[config.mk]
export PLATFORM = sky130hd
export DESIGN_NAME = led_driver_rx
export DESIGN_NICKNAME = d
export VERILOG_FILES = /design/src/rtl/led_driver_rx.sv
export SDC_FILE = /design/constraint.sdc
export NUM_CORES = 1
export LEC_CHECK = 0
export ABC_CLOCK_PERIOD_IN_PS = 2200
export CAP_MARGIN = 20
export CORE_MARGIN = 3
export CORE_UTILIZATION = 35
export DETAILED_ROUTE_END_ITERATION = 6
export GPL_TIMING_DRIVEN = 0
export SETUP_SLACK_MARGIN = 0.5
export SLEW_MARGIN = 10
export SYNTH_ARGS = -nofsm -noshare
export SYNTH_HDL_FRONTEND = slang
export SYNTH_SLANG_ARGS = --single-unit
[constraint.sdc]
create_clock -name clk -period 2.2 [get_ports clk]
set_input_delay 0.44 -clock clk [delete_from_list [all_inputs] [get_ports clk]]
set_output_delay 0.44 -clock clk [all_outputs]
set_load 0.005 [all_outputs]
[src/rtl/led_driver_rx.sv]
// ---------------------------------------------------------------------------
// led_driver_rx
// Receive-side model of the LED driver serial port. SCLK, SIN and LAT are
// oversampled in the clk domain and decoded back into grayscale-latch writes
// and function-control writes. The number of SCLK rises seen while LAT is
// high selects the command when LAT falls.
//
// Ports:
//   clk       system clock
//   rst       asynchronous reset, active-low
//   SCLK      serial clock (same clock domain as clk)
//   SIN       serial data, MSB first
//   LAT       latch / command line
//   gs_wr     one-cycle pulse: grayscale word written
//   gs_index  index of the word written by gs_wr
//   gs_data   word written by gs_wr
//   latgs     one-cycle pulse: grayscale latch transfer
//   fc_wr     one-cycle pulse: function-control register updated
//   fc_data   function-control register
//   cmd_err   one-cycle pulse: unknown or refused command
//   len_err   one-cycle pulse: data command with wrong bit count
// ---------------------------------------------------------------------------
module led_driver_rx #(
   parameter int SHIFT_WIDTH       = 48,
   parameter int NB_LEDS_PER_GROUP = 16,
   parameter int LAT_CNT_WIDTH     = 5
) (
   input  logic                                 clk,
   input  logic                                 rst,
   input  logic                                 SCLK,
   input  logic                                 SIN,
   input  logic                                 LAT,
   output logic                                 gs_wr,
   output logic [$clog2(NB_LEDS_PER_GROUP)-1:0] gs_index,
   output logic [SHIFT_WIDTH-1:0]               gs_data,
   output logic                                 latgs,
   output logic                                 fc_wr,
   output logic [SHIFT_WIDTH-1:0]               fc_data,
   output logic                                 cmd_err,
   output logic                                 len_err
);

   localparam int IDX_W     = $clog2(NB_LEDS_PER_GROUP);
   localparam int BIT_CNT_W = $clog2(2 * SHIFT_WIDTH + 1);
   localparam logic [BIT_CNT_W-1:0] BIT_MAX  = BIT_CNT_W'(2 * SHIFT_WIDTH);
   localparam logic [BIT_CNT_W-1:0] BIT_GOOD = BIT_CNT_W'(SHIFT_WIDTH);

   // Command codes, expressed as LAT-high SCLK counts
   localparam logic [LAT_CNT_WIDTH-1:0] CMD_WRTGS   = LAT_CNT_WIDTH'(1);
   localparam logic [LAT_CNT_WIDTH-1:0] CMD_LATGS   = LAT_CNT_WIDTH'(3);
   localparam logic [LAT_CNT_WIDTH-1:0] CMD_WRTFC   = LAT_CNT_WIDTH'(5);
   localparam logic [LAT_CNT_WIDTH-1:0] CMD_FCWRTEN = LAT_CNT_WIDTH'(15);

   // Input samplers plus one extra stage on SCLK/LAT for edge detection.
   // SCLK and LAT come from clk, so a single stage is enough.
   logic sclk_q, sin_q, lat_q, sclk_prev_q, lat_prev_q;

   logic [SHIFT_WIDTH-1:0]   shreg_q,    shreg_d;
   logic [BIT_CNT_W-1:0]     bit_cnt_q,  bit_cnt_d;
   logic [LAT_CNT_WIDTH-1:0] lat_cnt_q,  lat_cnt_d;
   logic [IDX_W-1:0]         word_idx_q, word_idx_d;
   logic                     fc_armed_q, fc_armed_d;

   logic                     gs_wr_q,    gs_wr_d;
   logic [IDX_W-1:0]         gs_index_q, gs_index_d;
   logic [SHIFT_WIDTH-1:0]   gs_data_q,  gs_data_d;
   logic                     latgs_q,    latgs_d;
   logic                     fc_wr_q,    fc_wr_d;
   logic [SHIFT_WIDTH-1:0]   fc_data_q,  fc_data_d;
   logic                     cmd_err_q,  cmd_err_d;
   logic                     len_err_q,  len_err_d;

   logic sclk_rise, lat_fall, len_bad;

   // Samplers reset to 0 so an input already high at reset release
   // is treated as a fresh rising edge.
   always_ff @(posedge clk or negedge rst) begin
      if (!rst) begin
         sclk_q      <= 1'b0;
         sin_q       <= 1'b0;
         lat_q       <= 1'b0;
         sclk_prev_q <= 1'b0;
         lat_prev_q  <= 1'b0;
      end else begin
         sclk_q      <= SCLK;
         sin_q       <= SIN;
         lat_q       <= LAT;
         sclk_prev_q <= sclk_q;
         lat_prev_q  <= lat_q;
      end
   end

   assign sclk_rise = sclk_q & ~sclk_prev_q;
   assign lat_fall  = ~lat_q & lat_prev_q;

   // Shift/count on SCLK rise, then decode on LAT fall. A shift that lands
   // in the same cycle as the LAT fall still belongs to the word being
   // decoded, so the decode looks at the post-shift values.
   always_comb begin
      shreg_d    = shreg_q;
      bit_cnt_d  = bit_cnt_q;
      lat_cnt_d  = lat_cnt_q;
      word_idx_d = word_idx_q;
      fc_armed_d = fc_armed_q;
      gs_wr_d    = 1'b0;
      gs_index_d = gs_index_q;
      gs_data_d  = gs_data_q;
      latgs_d    = 1'b0;
      fc_wr_d    = 1'b0;
      fc_data_d  = fc_data_q;
      cmd_err_d  = 1'b0;
      len_err_d  = 1'b0;

      if (sclk_rise) begin
         shreg_d = {shreg_q[SHIFT_WIDTH-2:0], sin_q};
         if (bit_cnt_q != BIT_MAX)
            bit_cnt_d = bit_cnt_q + BIT_CNT_W'(1);
         if (lat_q && (lat_cnt_q != '1))
            lat_cnt_d = lat_cnt_q + LAT_CNT_WIDTH'(1);
      end

      len_bad = (bit_cnt_d != BIT_GOOD);

      if (lat_fall) begin
         fc_armed_d = 1'b0;
         unique case (lat_cnt_q)
            CMD_WRTGS: begin
               gs_wr_d    = 1'b1;
               gs_index_d = word_idx_q;
               gs_data_d  = shreg_d;
               word_idx_d = word_idx_q + IDX_W'(1);
               len_err_d  = len_bad;
            end
            CMD_LATGS: begin
               gs_wr_d    = 1'b1;
               latgs_d    = 1'b1;
               gs_index_d = word_idx_q;
               gs_data_d  = shreg_d;
               word_idx_d = '0;
               len_err_d  = len_bad;
            end
            CMD_WRTFC: begin
               if (fc_armed_q) begin
                  fc_wr_d   = 1'b1;
                  fc_data_d = shreg_d;
               end else begin
                  cmd_err_d = 1'b1;
               end
               len_err_d = len_bad;
            end
            CMD_FCWRTEN: begin
               fc_armed_d = 1'b1;
            end
            default: begin
               cmd_err_d = 1'b1;
            end
         endcase
         bit_cnt_d = '0;
         lat_cnt_d = '0;
      end
   end

   // Decoder state and registered outputs
   always_ff @(posedge clk or negedge rst) begin
      if (!rst) begin
         shreg_q    <= '0;
         bit_cnt_q  <= '0;
         lat_cnt_q  <= '0;
         word_idx_q <= '0;
         fc_armed_q <= 1'b0;
         gs_wr_q    <= 1'b0;
         gs_index_q <= '0;
         gs_data_q  <= '0;
         latgs_q    <= 1'b0;
         fc_wr_q    <= 1'b0;
         fc_data_q  <= '0;
         cmd_err_q  <= 1'b0;
         len_err_q  <= 1'b0;
      end else begin
         shreg_q    <= shreg_d;
         bit_cnt_q  <= bit_cnt_d;
         lat_cnt_q  <= lat_cnt_d;
         word_idx_q <= word_idx_d;
         fc_armed_q <= fc_armed_d;
         gs_wr_q    <= gs_wr_d;
         gs_index_q <= gs_index_d;
         gs_data_q  <= gs_data_d;
         latgs_q    <= latgs_d;
         fc_wr_q    <= fc_wr_d;
         fc_data_q  <= fc_data_d;
         cmd_err_q  <= cmd_err_d;
         len_err_q  <= len_err_d;
      end
   end

   assign gs_wr    = gs_wr_q;
   assign gs_index = gs_index_q;
   assign gs_data  = gs_data_q;
   assign latgs    = latgs_q;
   assign fc_wr    = fc_wr_q;
   assign fc_data  = fc_data_q;
   assign cmd_err  = cmd_err_q;
   assign len_err  = len_err_q;

endmodule

==> results of run 1 <==
==> critical path, cell delays in order (launching register included) <==
cell	delay, ns
sky130_fd_sc_hd__dfrtp_1	0.43
sky130_fd_sc_hd__nand2b_4	0.20
sky130_fd_sc_hd__or4_4	0.53
sky130_fd_sc_hd__buf_12	0.16
sky130_fd_sc_hd__buf_12	0.14
sky130_fd_sc_hd__buf_12	0.14
sky130_fd_sc_hd__nand2_1	0.07
sky130_fd_sc_hd__o21ai_1	0.07
==> worst max-delay path by stage <==
| stage | endpoint | cells after the start |
|---|---|---|
| floorplan | gs_data[42] | 7 |
| global placement | fc_data[32] | 1 |
| detailed placement | fc_data[35] | 6 |
| CTS | gs_data[17] | 9 |
| global route | word_idx_q[0] | 7 |
| finish | word_idx_q[0] | 7 |
==> metal layers <==
| layer | vias up | GRT usage | routed length [µm] |
|---|---|---|---|
| met5 | - | 0 | 0 |
| met4 | 0 | 0.05176 | 180 |
| met3 | 14 | 0.03810 | 686 |
| met2 | 108 | 0.2599 | 8111 |
| met1 | 2450 | 0.2095 | 7615 |
| li1 | 2368 | - | - |
==> cell families (layout without fill, tap and decap cells) <==
| logic type | Yosys count | in the layout | share of synthesized area |
|---|---|---|---|
| DFF | 175 | 175 | 0.6450 |
| and+or+nand+nor | 173 | 173 | 0.1113 |
| AOI/OAI and AO/OA | 115 | 115 | 0.09031 |
| buffers and inverters | 88 | 275 | 0.05750 |
| muxes | 50 | 50 | 0.07390 |
| adders and majority gates | 7 | 7 | 0.01290 |
| xor gates and xnor gates | 7 | 7 | 0.009031 |
==> registers in the layout, indices dropped and copies added (netlist names), 4 cells and up <==
| name | cells |
|---|---|
| gs_data | 48 |
| lat_cnt_q | 5 |
| bit_cnt_q | 7 |
| word_idx_q | 4 |
| shreg_q | 48 |
| fc_data | 48 |
| gs_index | 4 |
==> power groups by stage <==
stage	Combinational (mW)	Sequential (mW)	Clock, mW
2_1_floorplan	0.483	3.79	0
3_3_place_gp	0.979	3.81	0
3_5_place_dp	1.02	3.82	0
4_1_cts	1.08	3.75	3.14
5_1_grt	1.28	3.81	3.28
6_report	1.14	3.77	3.07
==> synthesized netlist by cell type (2+ instances only) <==
library cell,number,area [µm²]
sky130_fd_sc_hd__a21oi_1,2,10.01
sky130_fd_sc_hd__mux2i_1,49,490.5
sky130_fd_sc_hd__nand3_1,8,40.04
sky130_fd_sc_hd__nor2_1,15,56.30
sky130_fd_sc_hd__nor2b_1,4,25.02
sky130_fd_sc_hd__ha_1,7,87.58
sky130_fd_sc_hd__buf_2,6,30.03
sky130_fd_sc_hd__and3_1,2,12.51
sky130_fd_sc_hd__clkbuf_1,16,60.06
sky130_fd_sc_hd__nor4_1,2,12.51
sky130_fd_sc_hd__nand2_1,122,457.9
sky130_fd_sc_hd__dfrtp_1,175,4379
sky130_fd_sc_hd__nand4b_1,3,26.28
sky130_fd_sc_hd__xnor2_1,3,26.28
sky130_fd_sc_hd__o21ai_1,48,240.2
sky130_fd_sc_hd__buf_1,4,15.01
sky130_fd_sc_hd__buf_6,7,78.83
sky130_fd_sc_hd__o21ai_0,54,270.3
sky130_fd_sc_hd__o21ai_2,4,35.03
sky130_fd_sc_hd__nand4_1,3,18.77
sky130_fd_sc_hd__inv_1,54,202.7
sky130_fd_sc_hd__xor2_1,4,35.03
==> metrics by stage <==
stage | hold slack (ns) | util | total power [mW]
after floorplan | 0.1444 | - | 4.269
after global placement | 0.4342 | 0.4360 | 4.791
after detailed placement | 0.4299 | 0.4377 | 4.844
after CTS | 0.4330 | 0.4934 | 7.968
after global routing | 0.4383 | 0.5061 | 8.369
final | 0.4524 | 0.5061 | 7.981
==> area by class of cell <==
cell class	count	area, µm²	share of cell area
Inverter	55	211.5	0.02211
Sequential cell	175	4384	0.4585
Tap cell	260	325.3	0.03402
Multi-Input combinational cell	352	2252	0.2355
Buffer	33	371.6	0.03886
Clock inverter	12	157.7	0.01649
Timing Repair Buffer	155	1413	0.1477
Clock buffer	20	446.7	0.04672
==> repair_timing <==
item	in CTS	in global routing
hold buffers	1	0
endpoints found under the setup margin	263	116
cloned	2	2
resized for setup	166	55
pin swaps	10	14
endpoints found under the hold margin	67	0
setup buffers	37	3
==> impl_metrics.toml, run 1 <==
[cells_and_area]
layout.cells.most_common = "sky130_fd_sc_hd__dfrtp_1"
area_growth_syn_to_layout_pct = 40.84
layout.cells.non_filler = 1062
fillers = 1734
layout.cells.most_common_list = "sky130_fd_sc_hd__dfrtp_1, sky130_fd_sc_hd__nand2_1, sky130_fd_sc_hd__dlygate4sd2_1"
finalNetCount = 801
finalInstanceArea_um2 = 9562
diodes = 0
proportion_of_layout_cells_with_a_drive_suffix_above_1 = 0.2057

[die]
design.die.area_um2 = 21100
std_cell_rows = 50
die_width_um = 145.3
ios = 110
die_height_um = 145.3
coreArea_um2 = 18890
start_util = 0.3593

[critical_path]
crit_path_max_fo = 10
kind_of_end_point_of_the_critical_path = "flop"
cp_data_required_time_ns = 2.50
worst_r2r_endpoint = "word_idx_q[0]"
worst_ep_arrival_time_ns = 2.17
critical_path_class = "flop to flop"
cp-start-kind = "flop"
worst-r2r-setup-slack_ns = 0.33
startpoint_of_the_lowest_slack_register_to_register_path = "lat_q"
cp-startpoint = "lat_q"
r2r_cells = 7

[drt]
num_vias = 4940
post_drt_wl_per_cell_um = 15.62
drc_errors = 0
drt-initial-drc-count = 325
postRouteAntennaNets = 0
wl_mm = 16.59
drtPass1Iterations = 4
vias_per_cell = 4.652

[timing]
final_max_slew_viol_count = 0
final.setup_skew_ns = 0.009360
report.final.hold_viol_count = 0
slew-limit-headroom = 0.6268
setup_viol = 0
maximum_clock_frequency_mhz = 535.2
unrepaired_setup_endpoints_after_global_routing = "yes"
post-route-min-period_ns = 1.869
worstMarginPinSlew_ns = 0.5598
post-route-worst-setup-slack_ns = 0.3315
tns_ns = 0
finalCritPeriodShare = 0.8493

[power]
share_seq_of_total_power = 0.472
sw_frac_of_total = 0.2564
max-vdd-ir-drop_mv = 0.5976
internal_power_mw = 5.935
power.density_nw_per_um2 = 834.7
clock_power_share = 0.385
share_comb_of_total_power = 0.143
power_switching_mw = 2.046
leakage_power_total_nw = 5.156

[synth]
post_synth.cell_area_avg_um2 = 11.04
synthesized_instance_count = 615
seq_area_frac_synth = 0.6450
netlist_area_um2 = 6789
synth_nets = 627
main_synth_ff_type = "sky130_fd_sc_hd__dfrtp_1"
ys_warn_count = 0
synth_cell_type_count = 45
synth_enable_flop_cells = 0
postSynthRegisterBits = 175
async_reset_ff_frac = 1.000

[place]
place.gp.congestion = 0.7980
dp_hpwl_mm = 10.87
place_inst = 985
placed_cell_area_um2 = 8269
io_buffers = 109
post-place-ws_ns = -0.3940

[cts]
cts-root-to-sink-buffers = 2
cts_num_sinks = 175
numCtsBuffers = 17
worst_setup_hold_path_clk_slew_ns = 0.06
cts_tree = "built"
clockRootBuffer = "sky130_fd_sc_hd__clkbuf_16"
worst_skew_pair.late_latency_ns = 0.43
h_tree_lvl_count = 4

[grt]
grt_pass1_wl_mm = 27.10
first_global_vias = 5205
maximum_number_of_pins_on_one_net_before_global_route_repair = 109
grt_overflow = 0
total_global_routing_track_utilization = 0.1590
number_of_antenna_violations_at_the_first_check_in_global_routing = 0

[run_status]
outcome = "finished clean"

[min_path]
hold_depth = 1
holdCritStartpoint = "SCLK"
holdPathEnd = "sclk_q"
hold_class = "primary input to flop"

[run]
cap_violations = 0
Power figures use the tool's default switching activity.
==> inputs of run 2 (changes only) <==
--- a/config.mk
+++ b/config.mk
@@ -5,7 +5,7 @@
 export SDC_FILE = /design/constraint.sdc
 export NUM_CORES = 1
 export LEC_CHECK = 0
-export ABC_CLOCK_PERIOD_IN_PS = 2200
+export ABC_CLOCK_PERIOD_IN_PS = 1610
 export CAP_MARGIN = 20
 export CORE_MARGIN = 3
 export CORE_UTILIZATION = 35
==> constraint.sdc (replaced) <==
create_clock -name clk -period 1.61 [get_ports clk]
set_input_delay 0.322 -clock clk [delete_from_list [all_inputs] [get_ports clk]]
set_output_delay 0.322 -clock clk [all_outputs]
set_load 0.005 [all_outputs]
==> run 2 against run 1 <==
Non-clock buffer count up 88; sequential cell count unchanged; wire length increased by 17%; combinational power grew 86%; maximum frequency shrank 0.28%; clock-buffer cell count is 1 higher; the flow now finishes with violations (hold timing, setup timing); worst setup slack lost 0.60 ns; critical path depth stayed put; register-to-register slack lost 0.60 ns; via count rose by 11%; clock power is 32% higher; largest power group unchanged.
==> impl_metrics.toml, run 2 (synthesis results as in run 1) <==
[timing]
worstMarginPinSlew_ns = 0.5925
slew-limit-headroom = 0.6050
post-route-min-period_ns = 1.874
final.setup_skew_ns = 0.01121
report.final.hold_viol_count = 62
whs_ns = -0.1850
post-route-worst-setup-slack_ns = -0.2638
maximum_clock_frequency_mhz = 533.7
unrepaired_setup_endpoints_after_global_routing = "yes"
tns_ns = -21.08
finalCritPeriodShare = 1.164
final_max_slew_viol_count = 0
setup_viol = 109

[critical_path]
cp_slowest_cell = "sky130_fd_sc_hd__or4_4"
cp_data_required_time_ns = 1.92
cell_by_cell_listing_of_the_critical_path = "or2_4, or4_4, buf_12, buf_12, buf_6, nand2_1, o21ai_1"
critical-path-top-cell-by-count = "sky130_fd_sc_hd__buf_12"
kind_of_end_point_of_the_critical_path = "flop"
cp-start-kind = "flop"
worst_ep_arrival_time_ns = 2.18
critical_path_class = "flop to flop"
crit_path_max_fo = 10
crit_path_max_incr_delay_ns = 0.49
r2r_cells = 7

[power]
leakage_power_total_nw = 5.501
max-vdd-ir-drop_mv = 0.7894
power.density_nw_per_um2 = 1024

[cts]
h_tree_lvl_count = 4
cts-root-to-sink-buffers = 2
clockRootBuffer = "sky130_fd_sc_hd__clkbuf_16"
numCtsBuffers = 17
cts_num_sinks = 175
worst_skew_pair.late_latency_ns = 0.43
worst_setup_hold_path_clk_slew_ns = 0.07
cts_tree = "built"

[drt]
drt-initial-drc-count = 247
drc_errors = 0
post_drt_wl_per_cell_um = 16.92
drtPass1Iterations = 4
postRouteAntennaNets = 0
vias_per_cell = 4.750
num_vias = 5463
wl_mm = 19.45

[grt]
total_global_routing_track_utilization = 0.1615
maximum_number_of_pins_on_one_net_before_global_route_repair = 114
number_of_antenna_violations_at_the_first_check_in_global_routing = 0
grt_overflow = 0
grt_pass1_wl_mm = 27.65
first_global_vias = 5224

[die]
ios = 110
die_width_um = 145.3
start_util = 0.3593
coreArea_um2 = 18890
die_height_um = 145.3
design.die.area_um2 = 21100
std_cell_rows = 50

[run_status]
violations = "hold timing, setup timing"
outcome = "finished, violations left"

[place]
place.gp.congestion = 0.7569
dp_hpwl_mm = 10.93
io_buffers = 109

[cells_and_area]
layout.area.seq_um2 = 4388
finalNetCount = 889
multi_input_comb_area_um2 = 3269
diodes = 0
layout.cells.most_common_list = "sky130_fd_sc_hd__dfrtp_1, sky130_fd_sc_hd__buf_4, sky130_fd_sc_hd__clkbuf_2"
proportion_of_layout_cells_with_a_drive_suffix_above_1 = 0.5528
layout.cells.most_common = "sky130_fd_sc_hd__dfrtp_1"
fin_util = 0.5945
fillers = 1496
area_growth_syn_to_layout_pct = 65.44

[min_path]
hold_class = "primary input to async pin"

[run]
cap_violations = 0
## run 2: worst paths after layout
| kind | slack (ns) | start | end |
|---|---|---|---|
| worst max-delay path | -0.26 | lat_cnt_q[4] | gs_data[20] |
| worst min-delay path | -0.18 | rst | gs_data[6] |
| worst max register to register | -0.26 | lat_cnt_q[4] | gs_data[20] |
| worst min register to register | 0.43 | lat_q | lat_prev_q |
| max in group asynchronous | 0.83 | rst | bit_cnt_q[1] |
| min in group clk | 0.33 | LAT | lat_q |
## run 2: through the flow
step,instance area [µm²],setup slack (ns),power (mW),instances
finish,11230,-0.2638,11.50,1150
global route,11230,-0.3213,12.02,1150
CTS,9390,-0.2614,10.99,1042
detailed placement,8549,-0.9672,6.814,985
global placement,8517,-6.639,6.747,984
floorplan,7101,-0.1477,6.026,615
## run 2: area by class of cell
type / count / share of cell area
Buffer: 33 / 0.04389
Clock buffer: 21 / 0.04188
Clock inverter: 11 / 0.009246
Inverter: 55 / 0.01927
Multi-Input combinational cell: 352 / 0.2911
Sequential cell: 175 / 0.3907
Tap cell: 260 / 0.02896
Timing Repair Buffer: 243 / 0.1750
## run 2: timing repair
| item | CTS | global route |
|---|---|---|
| gates cloned | 0 | 14 |
| gates resized for setup | 113 | 519 |
| pin swaps | 12 | 70 |
| endpoints found under the hold margin | 62 | 62 |
| setup endpoints to repair | 275 | 275 |
| buffers inserted | 25 | 94 |
## run 2: layer usage
| layer | global-route usage | wire length, µm | up-vias |
|---|---|---|---|
| met2 | 0.2650 | 10100 | 119 |
| met4 | 0.04368 | 240 | 0 |
| met5 | 0 | 0 | - |
| li1 | - | - | 2567 |
| met1 | 0.2131 | 8397 | 2756 |
| met3 | 0.04310 | 715 | 21 |
## run 2: power by group
| group | switching [mW] | internal, mW | total [mW] |
|---|---|---|---|
| registers | 0.477 | 4.85 | 5.33 |
| logic | 0.981 | 1.14 | 2.12 |
| clock network | 1.78 | 2.27 | 4.05 |
## run 2: worst max-delay path, delay by kind of cell, from the launching register on
family                 cells  cell delay [ns]
AOI/OAI and AO/OA          1             0.06
buffers and inverters      3             0.46
DFF                        1             0.44
and+or+nand+nor            3             0.79
